### src/rtl/mem_writeback_result_queue.sv
// rtl/mem_writeback_result_queue.sv - in-order result queue feeding one writeback mux port
// Optional sticky protocol error detection: define WB_QUEUE_ERRFLAG_EN.
module mem_writeback_result_queue #(
    parameter int DATABITWIDTH    = 16,
    parameter int TAGBITWIDTH     = 6,
    parameter int REGADDRBITWIDTH = 4,
    parameter int DEPTH           = 4,
    parameter int PTRBITWIDTH     = 2
) (
    input  logic                       clk,
    input  logic                       async_rst_n,
    input  logic                       clk_en,
    input  logic                       Flush,
    input  logic                       InValid,
    output logic                       InReady,
    input  logic [DATABITWIDTH-1:0]    InData,
    input  logic [TAGBITWIDTH-1:0]     InTag,
    input  logic [REGADDRBITWIDTH-1:0] InAddr,
    output logic                       WritebackACK,
    input  logic                       WritebackREQ,
    output logic [DATABITWIDTH-1:0]    WritebackDataOut,
    output logic [TAGBITWIDTH-1:0]     WritebackTagOut,
    output logic [REGADDRBITWIDTH-1:0] WritebackAddrOut,
    output logic [PTRBITWIDTH:0]       Occupancy,
    output logic                       ErrorFlag
);

    logic [DATABITWIDTH-1:0]    data_mem [DEPTH];
    logic [TAGBITWIDTH-1:0]     tag_mem  [DEPTH];
    logic [REGADDRBITWIDTH-1:0] addr_mem [DEPTH];

    logic [PTRBITWIDTH:0]   wr_ptr;
    logic [PTRBITWIDTH:0]   rd_ptr;
    logic [PTRBITWIDTH-1:0] wr_idx;
    logic [PTRBITWIDTH-1:0] rd_idx;
    logic full;
    logic empty;
    logic push;
    logic pop;

    assign wr_idx = wr_ptr[PTRBITWIDTH-1:0];
    assign rd_idx = rd_ptr[PTRBITWIDTH-1:0];

    // Extra wrap bit distinguishes full from empty when the index bits match.
    assign full  = (wr_ptr[PTRBITWIDTH] != rd_ptr[PTRBITWIDTH]) && (wr_idx == rd_idx);
    assign empty = (wr_ptr == rd_ptr);

    assign InReady      = !full;
    assign WritebackACK = !empty;
    assign Occupancy    = wr_ptr - rd_ptr;

    assign push = clk_en && InValid && !full && !Flush;
    assign pop  = clk_en && WritebackREQ && !empty && !Flush;

    always_ff @(posedge clk or negedge async_rst_n) begin
        if (!async_rst_n) begin
            wr_ptr <= '0;
            rd_ptr <= '0;
        end else if (clk_en) begin
            if (Flush) begin
                wr_ptr <= '0;
                rd_ptr <= '0;
            end else begin
                if (push) wr_ptr <= wr_ptr + 1'b1;
                if (pop)  rd_ptr <= rd_ptr + 1'b1;
            end
        end
    end

    // Storage carries no reset; outputs are masked while the queue is empty.
    always_ff @(posedge clk) begin
        if (push) begin
            data_mem[wr_idx] <= InData;
            tag_mem[wr_idx]  <= InTag;
            addr_mem[wr_idx] <= InAddr;
        end
    end

    assign WritebackDataOut = empty ? '0 : data_mem[rd_idx];
    assign WritebackTagOut  = empty ? '0 : tag_mem[rd_idx];
    assign WritebackAddrOut = empty ? '0 : addr_mem[rd_idx];

`ifdef WB_QUEUE_ERRFLAG_EN
    logic error_event;

    assign error_event = (clk_en && WritebackREQ && empty) ||
                         (clk_en && InValid && full && Flush);

    always_ff @(posedge clk or negedge async_rst_n) begin
        if (!async_rst_n) begin
            ErrorFlag <= 1'b0;
        end else if (error_event) begin
            ErrorFlag <= 1'b1;
        end
    end
`else
    assign ErrorFlag = 1'b0;
`endif

endmodule

### config.mk
export PLATFORM = sky130hd
export DESIGN_NAME = mem_writeback_result_queue
export DESIGN_NICKNAME = d
export VERILOG_FILES = /design/src/rtl/mem_writeback_result_queue.sv
export SDC_FILE = /design/constraint.sdc
export NUM_CORES = 1
export LEC_CHECK = 0
export BUFFER_PORTS_ARGS = -buffer_cell sky130_fd_sc_hd__buf_4
export CORE_ASPECT_RATIO = 1.4
export CORE_UTILIZATION = 40
export CTS_CLUSTER_SIZE = 25
export DETAILED_ROUTE_END_ITERATION = 12
export SYNTH_ARGS = -nofsm -noshare
export SYNTH_HDL_FRONTEND = slang
export SYNTH_SLANG_ARGS = --single-unit
### constraint.sdc
create_clock -name clk -period 3.51 [get_ports clk]
set_clock_uncertainty 0.15 [all_clocks]
set_input_delay 0 -clock clk [delete_from_list [all_inputs] [get_ports clk]]
set_output_delay 0 -clock clk [all_outputs]
set_load 0.01 [all_outputs]
==> flow_summary_export.csv, run 1 <==
group,metric,value,unit
finish,finalNetCount,381,
critical_path,setup.worst_path.start,"wr_ptr[0]$_DFFE_PN0P_",
critical_path,end_kind,"flop",
route,avgViaCountPerCell,4.984,
route,vias,2427,
power_and_ir_drop,p_clk_frac,0.233,
power_and_ir_drop,swShare,0.3150,
clock_network,insertion_delay,0.34,ns
placement,port_buffers,62,
power_and_ir_drop,cellPowerDensity,747.6,nW/um2
critical_path,start_kind,"flop",
min_path,hold_class,"primary input to flop",
synth,syn_inst,236,
synth,synth_top_family_by_area,"multiplexers",
sta,min_period,2.952,ns
flow_run,maxCapViolations,0,
route,firstDrtPassIters,4,
clock_network,clkSinkCount,110,
power_and_ir_drop,switchingPower,1.377,mW
global_route,grt_antenna_before_repair,0,
critical_path,crit_family,"buffers and inverters",
placement,dp_hpwl,5435,um
critical_path,path_common_cell,"dlygate4sd3_1",
clock_network,root_buffer,"clkbuf_16",
sta,setup_viol,0,
critical_path,crit_chain,"inv_1, ha_1, and2_1, a2111o_1, dlygate4sd3_1, o311ai_1, dlygate4sd3_1",
die,start_util,0.4147,
clock_network,cts-resized-gates,0,
global_route,grtUsageTotal,0.1534,
synth,ys_seq_area_frac,0.7227,
finish,final_core_util,0.5355,
synth,yosysUniqueCellTypes,32,
global_route,gr-total-overflow,0,
critical_path,cpPeakStageDelay,0.60,ns
min_path,hp-start,"InData[1]",
critical_path,critPathRequiredTime,3.64,ns
critical_path,worst-setup-path-type,"flop to flop",
finish,drive_above_1_share,0.3382,
critical_path,cp.arrival,3.08,ns
route,drt_iter0_drc,70,
global_route,grt_max_degree,31,
synth,syn_nets,276,
sta,finalSetupTns,0,ns
clock_network,numCtsBuffers,9,
die,design.core.area,10920,um2
power_and_ir_drop,p_int,2.996,mW
clock_network,holdBufCountCts,35,
power_and_ir_drop,p_leak,2.070,nW
sta,rsz0062_at_grt,"false",
die,rows,45,
critical_path,rr_startpoint,"wr_ptr[0]$_DFFE_PN0P_",
clock_network,post_cts_buffers,0,
power_and_ir_drop,pwr-share-seq,0.364,
finish,syn2layout_area_growth,29.14,%
route,drc,0,
finish,register_area,3274,um2
synth,synth_warnings,0,
sta,worstMarginPinSlew,0.8269,ns
finish,multiInputGateArea,1139,um2
route,drtAntennaViolNets,0,
critical_path,critPathBufInv,3,
route,drt-total-wl,8259,um
route,routedWlPerCell,16.96,um
sta,slew_violations,0,
finish,antenna_cells,0,
synth,yosys_register_bits,110,
power_and_ir_drop,peakVddDrop,0.3046,mV
outcome,status,"complete, no violations",
clock_network,clk_pin_slew,0.07,ns
sta,finalCritPeriodShare,0.8410,
die,dieArea,11760,um2
synth,synth-compound-area-share,0.03260,
synth,synth-xor-area-share,0.007459,
global_route,grt_pass1_wl,13140,um
sta,relSlewSlack,0.4481,
synth,syn-cell-area,4529,um2
critical_path,crit_path_max_fanout,7,
finish,final.fill_count,910,
critical_path,cp_slowest_cell,"dlygate4sd3_1",
synth,synth_simple_gate_area_frac,0.05746,
power_and_ir_drop,comb_power_share,0.403,
sta,fmax,338.8,MHz
die,boundaryPins,64,
synth,syn_area_per_cell,19.19,um2
synth,synth_fa_ha_area_frac,0.02376,
clock_network,clockBufferDepth,2,
global_route,grt_pass1_vias,2507,
die,die_w,91.94,um
clock_network,h-tree-depth,3,
sta,hold_viol,0,
synth,synth_mux_area_frac,0.1293,
die,die_y,127.9,um
placement,place_congestion,0.8135,
clock_network,cts_tree,"done",
[state kept, by name, indices dropped and copies added (netlist names)]
| signal | flops |
|---|---|
| wr_ptr | 3 |
| tag_mem | 24 |
| addr_mem | 16 |
| data_mem | 64 |
| rd_ptr | 3 |
[per-stage QoR]
step / setup slack (ns) / std cells / power (mW) / instance area (um2) / hold WS, ns
global route: 0.4283 / 487 / 4.621 / 5849 / 0.2412
floorplan: 0.5338 / 236 / 2.650 / 4529 / -0.4456
finish: 0.5581 / 487 / 4.373 / 5849 / 0.2529
CTS: 0.5514 / 487 / 4.435 / 5849 / 0.2357
global placement: 0.7578 / 436 / 3.360 / 5192 / -0.3318
detailed placement: 0.7115 / 436 / 3.363 / 5192 / -0.3316
[placed cells by master (no fill, tap or decap), types with 3 or more instances in the layout]
cell	count
and2_1	6
buf_4	69
clkbuf_16	9
dfrtp_1	5
dlygate4sd3_1	35
edfxtp_1	104
ha_1	7
inv_1	12
mux4_2	26
nand2_1	8
nor2b_1	26
o2111ai_1	3
o311ai_1	3
[kinds of logic (layout without fill, tap and decap cells)]
family	count (synthesis)	in the layout
flops	110	110
compound gates	18	18
buf+inv	24	134
other cells	1	1
mux	26	26
fa+ha+maj	8	8
simple gates	46	46
xor+xnor	3	3
[routing by layer]
metal,vias to the layer above,part of all wire,global-route usage
li1,1136,-,-
met1,1217,0.43,0.1849
met2,62,0.52,0.2577
met3,12,0.033,0.03321
met4,0,0.024,0.08180
met5,-,0,0
[worst register-to-register path: cells and delay by family, from the launching register on]
family | cells | cell delay (ns)
buffers and inverters | 3 | 1.27
DFF | 1 | 0.41
adders and majority gates | 1 | 0.35
and+or+nand+nor | 1 | 0.26
AOI/OAI and AO/OA | 2 | 0.46
[cell usage after synthesis]
library cell  count  area share
a2111o_1          1      0.0025
a2111oi_0         2      0.0039
a211o_2           1      0.0022
a211oi_1          1      0.0017
a21oi_1           2      0.0022
a2bb2oi_1         1      0.0019
a311oi_1          1      0.0019
a31o_1            1      0.0019
and2_1            6      0.0083
buf_2             7      0.0077
buf_4             1      0.0017
buf_6             2      0.0050
clkbuf_1          2      0.0017
conb_1            1     0.00083
dfrtp_1           6       0.033
edfxtp_1        104        0.69
fa_1              1      0.0044
ha_1              7       0.019
inv_1            12      0.0099
mux4_2           26        0.13
nand2_1           8      0.0066
nand2b_1          1      0.0014
nand3_1           2      0.0022
nor2_1            2      0.0017
nor2_2            1      0.0014
nor2b_1          26       0.036
o2111ai_1         3      0.0058
o211ai_1          1      0.0017
o21ai_0           1      0.0011
o311ai_1          3      0.0058
xnor2_1           2      0.0039
xor2_2            1      0.0036
[path summary, 6_finish.rpt]
path | to | cells after the start | slack, ns
worst min-delay path | data_mem[2][1]$_DFFE_PP_ | 2 | 0.25
worst min register to register | wr_ptr[0]$_DFFE_PN0P_ | 1 | 0.44
min in group asynchronous | rd_ptr[2]$_DFFE_PN0P_ | 3 | 0.46
worst max register to register | rd_ptr[1]$_DFFE_PN0P_ | 7 | 0.56
max in group asynchronous | rd_ptr[0]$_DFFE_PN0P_ | 3 | 2.49
worst max-delay path | rd_ptr[1]$_DFFE_PN0P_ | 7 | 0.56
[area by class of cell]
cell class                      instances  share of cell area
Multi-Input combinational cell        102              0.1947
Sequential cell                       110              0.5598
Inverter                               12            0.007701
Tap cell                              141             0.03016
Clock inverter                          7             0.01390
Timing Repair Buffer                  106              0.1553
Clock buffer                            9             0.03850
[power groups by stage]
| stage | logic (mW) | registers [mW] | clock network, mW |
|---|---|---|---|
| 2_1_floorplan | 1.05 | 1.60 | 0 |
| 3_3_place_gp | 1.74 | 1.62 | 0 |
| 3_5_place_dp | 1.74 | 1.62 | 0 |
| 4_1_cts | 1.80 | 1.59 | 1.05 |
| 5_1_grt | 1.93 | 1.60 | 1.09 |
| 6_report | 1.76 | 1.59 | 1.02 |
Note: power is estimated with default switching activity, not from simulation.
==> inputs of run 2 (changes only) <==
ABC_AREA = 1   (was default)
clock period = 2.65 ns   (was 3.51 ns; I/O delays follow)
==> run 2 against run 1 <==
  * Via count up 25%
  * Sequential share of layout area fell by 0.53 points
  * Die area grew 2.3%
  * Routed wire length rose by 12%
==> flow_summary_export.csv, run 2 <==
group,metric,value,unit
global_route,gr-total-overflow,0,
global_route,grtUsageTotal,0.1606,
synth,syn_area_per_cell,12.14,um2
route,wl_met1,4064,um
sta,finalSetupTns,0,ns
sta,worstMarginPinSlew,0.5799,ns
critical_path,cp.arrival,2.27,ns
finish,reg_top3,"data_mem: 64 flops, tag_mem: 24 flops, addr_mem: 16 flops",
finish,layout_common_cells,"nor2_1 (108), edfxtp_1 (104), buf_4 (67)",
route,firstDrtPassIters,4,
synth,synth_edf_count,104,
synth,yosysMostFrequentCell,"nor2_1",
global_route,grt_antenna_before_repair,0,
route,drt_iter0_drc,163,
critical_path,end_kind,"flop",
die,boundaryPins,64,
critical_path,rr_worst_depth,8,
critical_path,critPathRequiredTime,2.50,ns
route,routedWlPerCell,14.81,um
die,dieArea,12030,um2
die,die_y,129.4,um
synth,yosysTopAreaCell,"edfxtp_1",
min_path,holdPathStages,2,
clock_network,clkSinkCount,110,
placement,dp_hpwl,5422,um
synth,syn-cell-area,4636,um2
placement,port_buffers,62,
critical_path,crit_path_max_fanout,26,
finish,drive_above_1_share,0.2112,
critical_path,worst-setup-path-type,"flop to flop",
min_path,hold_class,"primary input to flop",
synth,syn_nets,422,
clock_network,numCtsBuffers,9,
sta,fmax,411.8,MHz
flow_run,maxCapViolations,0,
critical_path,start_kind,"flop",
synth,synth_area_leaders,"edfxtp_1 (67%), nor2_1 (9.1%), o21ai_0 (4.9%)",
synth,yosys_register_bits,110,
finish,fin_area,5906,um2
synth,synth_common_cells,"nor2_1 (112), edfxtp_1 (104), o21ai_0 (45)",
power_and_ir_drop,peakVddDrop,0.3153,mV
global_route,grt_pass1_vias,2943,
sta,finalCritPeriodShare,0.9164,
finish,antenna_cells,0,
route,avgViaCountPerCell,4.828,
sta,rsz0062_at_grt,"false",
clock_network,h-tree-depth,3,
route,drc,0,
sta,setup_viol,0,
die,start_util,0.4109,
finish,syn2layout_area_growth,27.40,%
route,route.met2.wl,4816,um
sta,relSlewSlack,0.6134,
sta,min_period,2.428,ns
finish,finalNetCount,518,
placement,place_congestion,0.7815,
clock_network,clk_pin_slew,0.07,ns
power_and_ir_drop,cellPowerDensity,709.6,nW/um2
sta,holdWs,0.2477,ns
global_route,grt_pass1_wl,14280,um
route,maxUsedRoutingLayer,"met4",
finish,final_common_cell,"nor2_1",
clock_network,clockBufferDepth,2,
finish,largest-register,"data_mem",
sta,slew_violations,0,
synth,ys_seq_area_frac,0.7061,
synth,synth_warnings,0,
clock_network,cts_tree,"done",
clock_network,insertion_delay,0.34,ns
synth,netlist.area_leader.share,0.6737,
synth,syn_inst,382,
global_route,grt_max_degree,56,
synth,async_flop_share,0.05455,
die,design.core.area,11280,um2
die,die_w,92.99,um
power_and_ir_drop,power,4.191,mW
route,drt-total-wl,9289,um
route,met3_length,264,um
finish,largest_register_ffs,64,
clock_network,root_buffer,"clkbuf_16",
placement,placed_cell_area,5243,um2
route,drtAntennaViolNets,0,
synth,synth_flop_cell,"edfxtp_1",
route,vias,3027,
synth,yosysUniqueCellTypes,24,
outcome,status,"complete, no violations",
power_and_ir_drop,p_leak,2.236,nW
sta,hold_viol,0,
die,rows,46,
[run 2: cell count changes in the layout (fill, tap and decap cells not counted), moves of 13 or more]
cell | before | now
nor2_1 | 2 | 108
o21ai_0 | 1 | 45
mux4_2 | 26 | 0
nor2b_1 | 26 | 0
a21oi_1 | 2 | 15
[run 2: path summary, 6_finish.rpt]
check / start / to / slack, ns
max: wr_ptr[0]$_DFFE_PN0P_ / tag_mem[2][3]$_DFFE_PP_ / 0.22
min: InData[3] / data_mem[3][3]$_DFFE_PP_ / 0.25
max reg2reg: wr_ptr[0]$_DFFE_PN0P_ / tag_mem[2][3]$_DFFE_PP_ / 0.22
min reg2reg: wr_ptr[0]$_DFFE_PN0P_ / wr_ptr[0]$_DFFE_PN0P_ / 0.42
max in group asynchronous: async_rst_n / rd_ptr[0]$_DFFE_PN0P_ / 1.61
min in group asynchronous: async_rst_n / rd_ptr[2]$_DFFE_PN0P_ / 0.48
[run 2: metrics by stage]
| stage | utilization | instances | worst slack, ns |
|---|---|---|---|
| 2_1_floorplan | - | 382 | -0.2050 |
| 6_report | 0.5235 | 627 | 0.2215 |
| 3_5_place_dp | 0.4647 | 576 | 0.1066 |
| 4_1_cts | 0.5228 | 627 | 0.09551 |
| 5_1_grt | 0.5235 | 627 | 0.06504 |
| 3_3_place_gp | 0.4647 | 576 | 0.1950 |
[run 2: cells by family after synthesis]
logic type,count (synthesis),share of synthesized area
fa+ha+maj,8,0.02321
flops,110,0.7061
other cells,1,0.0008089
xor+xnor,1,0.001890
simple gates,146,0.1266
buf+inv,38,0.04831
compound gates,78,0.09312
[run 2: cell type report]
type,instances,area [um2]
Inverter,19,78.83
Clock inverter,6,76.32
Tap cell,144,180.2
Sequential cell,110,3274
Multi-Input combinational cell,234,1174
Timing Repair Buffer,104,893.4
Fill cell,1001,5375
Clock buffer,10,229.0
[run 2: power by group]
group	internal, mW	total (mW)	switching (mW)
clock	0.817	1.37	0.554
combinational	0.358	0.874	0.516
sequential	1.93	1.95	0.0110
[run 2: repair_timing]
| item | CTS | global route |
|---|---|---|
| hold buffers | 35 | 0 |
| buffers inserted | 0 | 0 |
| setup endpoints to repair | 0 | 53 |
| gates resized for setup | 0 | 3 |
| endpoints found under the hold margin | 116 | 0 |
[run 2: worst max-delay path, cell delays in order, from the launching register on]
cell     delay [ns]
dfrtp_1        0.39
inv_1          0.11
ha_1           0.32
nand2_1        0.08
inv_1          0.07
nand3_1        0.20
nand3_2        0.25
nor2_4         0.14
buf_4          0.36
[run 2: routing by layer]
layer / track usage / vias to the layer above
met5: 0 / -
met4: 0.05701 / 0
met3: 0.03462 / 10
met2: 0.2872 / 44
met1: 0.1899 / 1460
li1: - / 1513
==> inputs of run 3 (changes only) <==
clock period = 2.3 ns   (was 2.65 ns; I/O delays follow)
==> run 3 against run 2 <==
  * Non-clock buffer count grew 6
  * Critical path depth is 1 higher
  * Clock power grew 7%
  * Critical endpoint is now wr_ptr[1]$_DFFE_PN0P_
  * Largest cell class unchanged
==> flow_summary_export.csv, run 3 (same netlist as run 2, synthesis figures left out) <==
group,metric,value,unit
critical_path,start_kind,"primary input",
sta,hold_viol,0,
critical_path,critPathRequiredTime,2.38,ns
global_route,grt_pass1_vias,3052,
route,routedWlPerCell,15.10,um
finish,fin_area,5954,um2
die,rows,46,
critical_path,worst-setup-path-type,"primary input to flop",
placement,placed_cell_area,5320,um2
global_route,grt_antenna_before_repair,0,
finish,antenna_cells,0,
placement,port_buffers,62,
global_route,gr-total-overflow,0,
sta,setup_viol,0,
placement,preCtsSetupSlack,0.2142,ns
sta,rsz0062_at_grt,"false",
die,start_util,0.4109,
sta,holdWs,0.2468,ns
finish,largest-register,"data_mem",
sta,fmax,464.8,MHz
sta,finalCritPeriodShare,0.9355,
route,vias,3040,
finish,reg_top3,"data_mem: 64 flops, tag_mem: 24 flops, addr_mem: 16 flops",
clock_network,numCtsBuffers,9,
clock_network,cts_tree,"done",
finish,final_common_cell,"nor2_1",
power_and_ir_drop,peakVddDrop,0.5616,mV
placement,dp_hpwl,6139,um
die,die_w,92.99,um
route,drt-total-wl,9543,um
route,drt_iter0_drc,191,
clock_network,post_cts_buffers,0,
route,drtAntennaViolNets,0,
sta,slew_violations,0,
clock_network,insertion_delay,0.35,ns
power_and_ir_drop,p_leak,2.254,nW
clock_network,clk_pin_slew,0.06,ns
global_route,grt_pass1_wl,15170,um
placement,place_congestion,0.7905,
finish,final_core_util,0.5278,
outcome,status,"complete, no violations",
route,drc,0,
global_route,grt_max_degree,56,
power_and_ir_drop,cellPowerDensity,798.6,nW/um2
die,design.core.area,11280,um2
clock_network,root_buffer,"clkbuf_16",
finish,layout_common_cells,"nor2_1 (108), edfxtp_1 (104), buf_4 (73)",
die,die_y,129.4,um
critical_path,cp.arrival,2.23,ns
route,firstDrtPassIters,4,
route,avgViaCountPerCell,4.810,
finish,syn2layout_area_growth,28.45,%
sta,min_period,2.152,ns
finish,largest_register_ffs,64,
clock_network,clkSinkCount,110,
flow_run,maxCapViolations,0,
critical_path,crit_path_max_fanout,5,
clock_network,clockBufferDepth,2,
finish,drive_above_1_share,0.2295,
min_path,hold_class,"primary input to flop",
clock_network,h-tree-depth,3,
die,boundaryPins,64,
sta,finalWorstSetupSlack,0.1483,ns
die,dieArea,12030,um2
global_route,grtUsageTotal,0.1722,
critical_path,end_kind,"flop",
finish,finalNetCount,524,
==> run 3: cell types whose count changed in the layout (fill, tap and decap cells not counted), sizes merged <==
cell	before	now
bufinv	2	1
buf	69	75
==> run 3: final timing paths <==
kind	depth (start not counted)	from	endpoint	slack, ns
setup / recovery	9	InValid	wr_ptr[1]$_DFFE_PN0P_	0.15
min in group asynchronous	3	async_rst_n	wr_ptr[0]$_DFFE_PN0P_	0.46
max in group asynchronous	3	async_rst_n	rd_ptr[0]$_DFFE_PN0P_	1.27
setup reg to reg	9	wr_ptr[0]$_DFFE_PN0P_	wr_ptr[1]$_DFFE_PN0P_	0.17
hold reg to reg	2	wr_ptr[0]$_DFFE_PN0P_	wr_ptr[0]$_DFFE_PN0P_	0.43
hold / removal	2	InData[2]	data_mem[2][2]$_DFFE_PP_	0.25
==> run 3: worst max-delay path: stages <==
cell and delay (ns):
dlygate4sd3_1 0.53, buf_4 0.10, nand2_1 0.03, dlygate4sd3_1 0.55, inv_1 0.19, nand2_1 0.13, nand3_1 0.08, nand2_1 0.05
dlygate4sd3_1 0.55
==> run 3: cell type report <==
| class | instances | area, um2 |
|---|---|---|
| inverter | 19 | 81.33 |
| clock inverter | 5 | 51.30 |
| sequential | 110 | 3274 |
| clock buffer | 10 | 229.0 |
| multi-input combinational | 234 | 1209 |
| fill | 1031 | 5326 |
| timing repair buffer | 110 | 929.6 |
| tap | 144 | 180.2 |
==> run 3: power by group <==
| group | internal [mW] | total (mW) | switching [mW] |
|---|---|---|---|
| clock | 0.831 | 1.47 | 0.643 |
| sequential | 2.23 | 2.24 | 0.0156 |
| combinational | 0.431 | 1.04 | 0.606 |
==> run 3: repair_timing <==
item,in CTS,in global routing
resized for setup,0,1
setup endpoints to repair,0,13
hold buffers,35,0
endpoints found under the hold margin,116,0
==> run 3: through the flow <==
step                      power (mW)  setup TNS [ns]  std cells
after floorplan                2.928        -0.02504        382
after global placement         3.288               0        582
after detailed placement       3.293               0        582
after CTS                      4.817               0        632
after global routing           4.986               0        632
final                          4.755               0        632
==> run 3: metal layers <==
layer / track usage / up-vias / routed length (um)
li1: - / 1533 / -
met1: 0.2133 / 1419 / 4088
met2: 0.2855 / 79 / 4872
met3: 0.03756 / 9 / 409
met4: 0.08507 / 0 / 173
met5: 0 / - / 0
